### src/rtl/mux_scan_pkg.sv
// rtl/mux_scan_pkg.sv - shared types for the mux scan sampler
package mux_scan_pkg;

   typedef enum logic [1:0] {
      S_IDLE,
      S_SETTLE,
      S_SAMPLE,
      S_HOLD
   } scan_state_t;

endpackage

### src/rtl/mux_scan_sampler.sv
// rtl/mux_scan_sampler.sv - steps a mux select over N channels, samples y into a word
// and presents the word on a valid/ready handshake.
module mux_scan_sampler
   import mux_scan_pkg::*;
#(
   parameter int N      = 5,
   parameter int SEL_W  = 3,
   parameter int SETTLE = 1
) (
   input  logic             clk,
   input  logic             rst_n,
   input  logic             start,
   output logic             busy,
   output logic [SEL_W-1:0] s,
   input  logic             y,
   output logic [N-1:0]     word,
   output logic             valid,
   input  logic             ready
);

   localparam int CNT_W = (SETTLE < 1) ? 1 : $clog2(SETTLE + 1);
   localparam logic [CNT_W-1:0] CNT_LAST = CNT_W'((SETTLE > 0) ? SETTLE - 1 : 0);
   localparam logic [SEL_W-1:0] S_LAST   = SEL_W'(N - 1);
   // With no settle time every channel slot is a single SAMPLE cycle.
   localparam scan_state_t FIRST = (SETTLE == 0) ? S_SAMPLE : S_SETTLE;

   scan_state_t      state, state_next;
   logic [CNT_W-1:0] cnt;

   always_comb begin
      state_next = state;
      case (state)
         S_IDLE:   if (start) state_next = FIRST;
         S_SETTLE: if (cnt == CNT_LAST) state_next = S_SAMPLE;
         S_SAMPLE: state_next = (s == S_LAST) ? S_HOLD : FIRST;
         S_HOLD:   if (ready) state_next = start ? FIRST : S_IDLE;
         default:  state_next = S_IDLE;
      endcase
   end

   always_ff @(posedge clk or negedge rst_n) begin
      if (!rst_n) begin
         state <= S_IDLE;
         s     <= '0;
         cnt   <= '0;
         word  <= '0;
         valid <= 1'b0;
         busy  <= 1'b0;
      end else begin
         state <= state_next;
         case (state)
            S_IDLE: begin
               s   <= '0;
               cnt <= '0;
               if (start) busy <= 1'b1;
            end
            S_SETTLE: cnt <= cnt + 1'b1;
            S_SAMPLE: begin
               for (int i = 0; i < N; i++) begin
                  if (s == SEL_W'(i)) word[i] <= y;
               end
               if (s == S_LAST) begin
                  valid <= 1'b1;
               end else begin
                  s   <= s + 1'b1;
                  cnt <= '0;
               end
            end
            S_HOLD: begin
               if (ready) begin
                  valid <= 1'b0;
                  s     <= '0;
                  cnt   <= '0;
                  if (!start) busy <= 1'b0;
               end
            end
            default: ;
         endcase
      end
   end

endmodule

### config.mk
export PLATFORM = sky130hd
export DESIGN_NAME = mux_scan_sampler
export DESIGN_NICKNAME = d
export VERILOG_FILES = /design/src/rtl/mux_scan_pkg.sv /design/src/rtl/mux_scan_sampler.sv
export SDC_FILE = /design/constraint.sdc
export NUM_CORES = 1
export LEC_CHECK = 0
export CORE_MARGIN = 4
export CORE_UTILIZATION = 47
export CTS_CLUSTER_DIAMETER = 60
export DETAILED_ROUTE_END_ITERATION = 8
export GPL_ROUTABILITY_DRIVEN = 1
export PLACE_DENSITY = 0.84
export REMOVE_ABC_BUFFERS = 1
export SYNTH_ARGS = -nofsm -noshare
export SYNTH_HDL_FRONTEND = slang
export SYNTH_SLANG_ARGS = --single-unit
### constraint.sdc
create_clock -name clk -period 1.7 [get_ports clk]
set_clock_uncertainty 0.05 [all_clocks]
set_input_delay 0.255 -clock clk [delete_from_list [all_inputs] [get_ports clk]]
set_output_delay 0.255 -clock clk [all_outputs]
set_load 0.01 [all_outputs]
==> metrics <==
worst slack, placed around 240 ps; Antenna Cells 0; syn_area_per_cell between 10 and 15 um^2; Final Wtd Congestion 0.736; Initial Util about half; non-filler cells, final between 90 and 100; Vias/cell between 5 and 6; storage element area 325 um^2; drt drc 0; fillers between 100 and 150; utilization after layout between 60 and 70%; vias between 400 and 500; Buf/Inv on CP 1; P&R area growth vs syn 25.7%; DR pass1 iterations 2; max frequency 605 MHz; WS Path Type flip-flop to primary output; MaxCap Viol Count 0; Worst Max-Slew Pin Slew roughly 590 ps; total power approximately 1.4 mW; Setup-failing EPs final 0; io pins 15; DRT Wirelength ~1200 um; PwrDens 1610 nW/um^2; final max-slew violation count 0; critical path capture point type primary output; gr ovfl total 0; clock sink count 13; initial antenna violation count 0; worst-skew pair later-pin latency 280 ps; R2R setup slack approximately 280 ps; Worst slew margin 60.6%; CP Cell Sequence clkdlybuf4s50_1; setup bufs post-CTS 0; core footprint 1330 um^2; hold buffers post-CTS 0; shortest period the worst path allows between 1500 and 2000 ps; Distinct cells, synth 24; Post-Syn Instances 60; most frequent cells in the layout clkdlybuf4s50_1 (14), dfrtp_1 (13), nand2_1 (6); setup TNS 0 ps; CP startpoint kind flip-flop; Leak 0.386 nW; DR WL/cell ~13 um; DPL Wire Length around 950 um; clock tree buffer depth 2; first-pass GRT wire length ~2200 um; share of layout cells above drive strength 1 between 10% and 20%; Die Span X between 40 and 50 um; worst hold-check path type input port to async pin; Die ar. roughly 2100 um^2; VDD IR max 0.758 mV; Rows 13; multi-input logic area approximately 320 um^2; family with the most delay on the worst path buffers and inverters; Syn. warnings 0; Layout Nets 88; Mapped Area a little under 700 um^2; placed cell count slightly below 90; die height 46.1 um; sequential area share after synthesis 47.7%; critical path's largest stage delay around 600 ps; CTS Buf Count 3; Synth Register Bits 13; RSZ-0062 raised after global routing false; H-tree lvl count 1; Clock transition at path regs 90 ps; final worst slack 45.8 ps; Worst EP arrival approximately 1400 ps; critical-path maximum fanout 4; vias in the first global route about 550; Total Routing Usage GR between 10 and 15%; Final Hold Fails 0; largest net degree at the start of global routing 14; most common cell after layout, fill and taps aside clkdlybuf4s50_1; status complete, no violations; Slowest-stage cell, CP clkdlybuf4s50_1; Final Cycle Share 97.3%; Worst Path Required 1390 ps; First DRT Iteration DRCs 2; Root Buffer clkbuf_4; number of port buffers 14; Resize count post-CTS 0; CTS tree done; Final ANT Viol Nets 0
## final timing paths
| check | start | end | cells past startpoint |
|---|---|---|---|
| max | s[2]$_DFFE_PN0P_ | s[2] | 1 |
| min | rst_n | word[1]$_DFFE_PN0P_ | 1 |
| max reg2reg | s[0]$_DFFE_PN0P_ | word[4]$_DFFE_PN0P_ | 4 |
| min reg2reg | valid$_DFFE_PN0P_ | valid$_DFFE_PN0P_ | 2 |
| max in group asynchronous | rst_n | state[0]$_DFFE_PN0P_ | 1 |
| min in group clk | valid$_DFFE_PN0P_ | valid$_DFFE_PN0P_ | 2 |
## report_power, final
part	internal, mW	switching (mW)
clock	0.0874	0.109
combinational	0.362	0.259
sequential	0.437	0.122
## sequential cells by signal, indices dropped and copies added (netlist names)
signal  cells
cnt         1
busy        1
s           3
word        5
valid       1
state       2
## Yosys cell counts
cell      number  area [um^2]
a21boi_0       2         15.0
nor2b_2        1         8.76
dfrtp_1       13          325
nor3b_4        1         18.8
nand4b_4       1         23.8
nand2_1        6         22.5
o21ai_0        5         25.0
buf_6          1         11.3
nand3b_1       1         7.51
nor2b_1        1         6.26
o22ai_1        1         6.26
and2_1         1         6.26
mux2_2         2         22.5
ha_1           5         62.6
inv_1          5         18.8
nor3_1         1         5.00
o32ai_1        1         8.76
mux2_1         2         22.5
a21oi_1        3         15.0
a22o_1         1         8.76
nand3_1        3         15.0
a31o_2         1         8.76
a21bo_2        1         10.0
buf_4          1         7.51
## cells by family after synthesis
| kind of cell | Yosys count | synth area share (%) |
|---|---|---|
| multiplexers | 4 | 6.61 |
| flip-flops | 13 | 47.7 |
| adder cells (fa/ha/maj) | 5 | 9.17 |
| buffers and inverters | 7 | 5.51 |
| AO/OA/AOI/OAI | 15 | 14.3 |
| AND/OR/NAND/NOR | 16 | 16.7 |
## metal layers
layer  vias to the layer above  part of all wire, %  GRT usage, %  routed length (um)
met4                         0                  2.0          6.82                  25
met1                       233                   42          17.4                 519
met5                         -                    0             0                   0
met3                         3                  5.5          2.34                  68
met2                        14                   50          26.1                 616
li1                        243                    -             -                   -
## cell type report
class | count | share of cell area (%)
clock buffer | 3 | 2.63
clock inverter | 1 | 0.584
inverter | 5 | 2.19
multi-input combinational | 40 | 37.2
sequential | 13 | 38.0
tap | 15 | 2.19
timing repair buffer | 15 | 17.2
## through the flow
stage / instance area, um^2 / hold slack, ps
after floorplan: 663 / -90.6
after detailed placement: 830 / 422
after global placement: 830 / 425
after global routing: 857 / 324
after CTS: 857 / 301
final: 857 / 287
(Power assumes the default switching activity.)
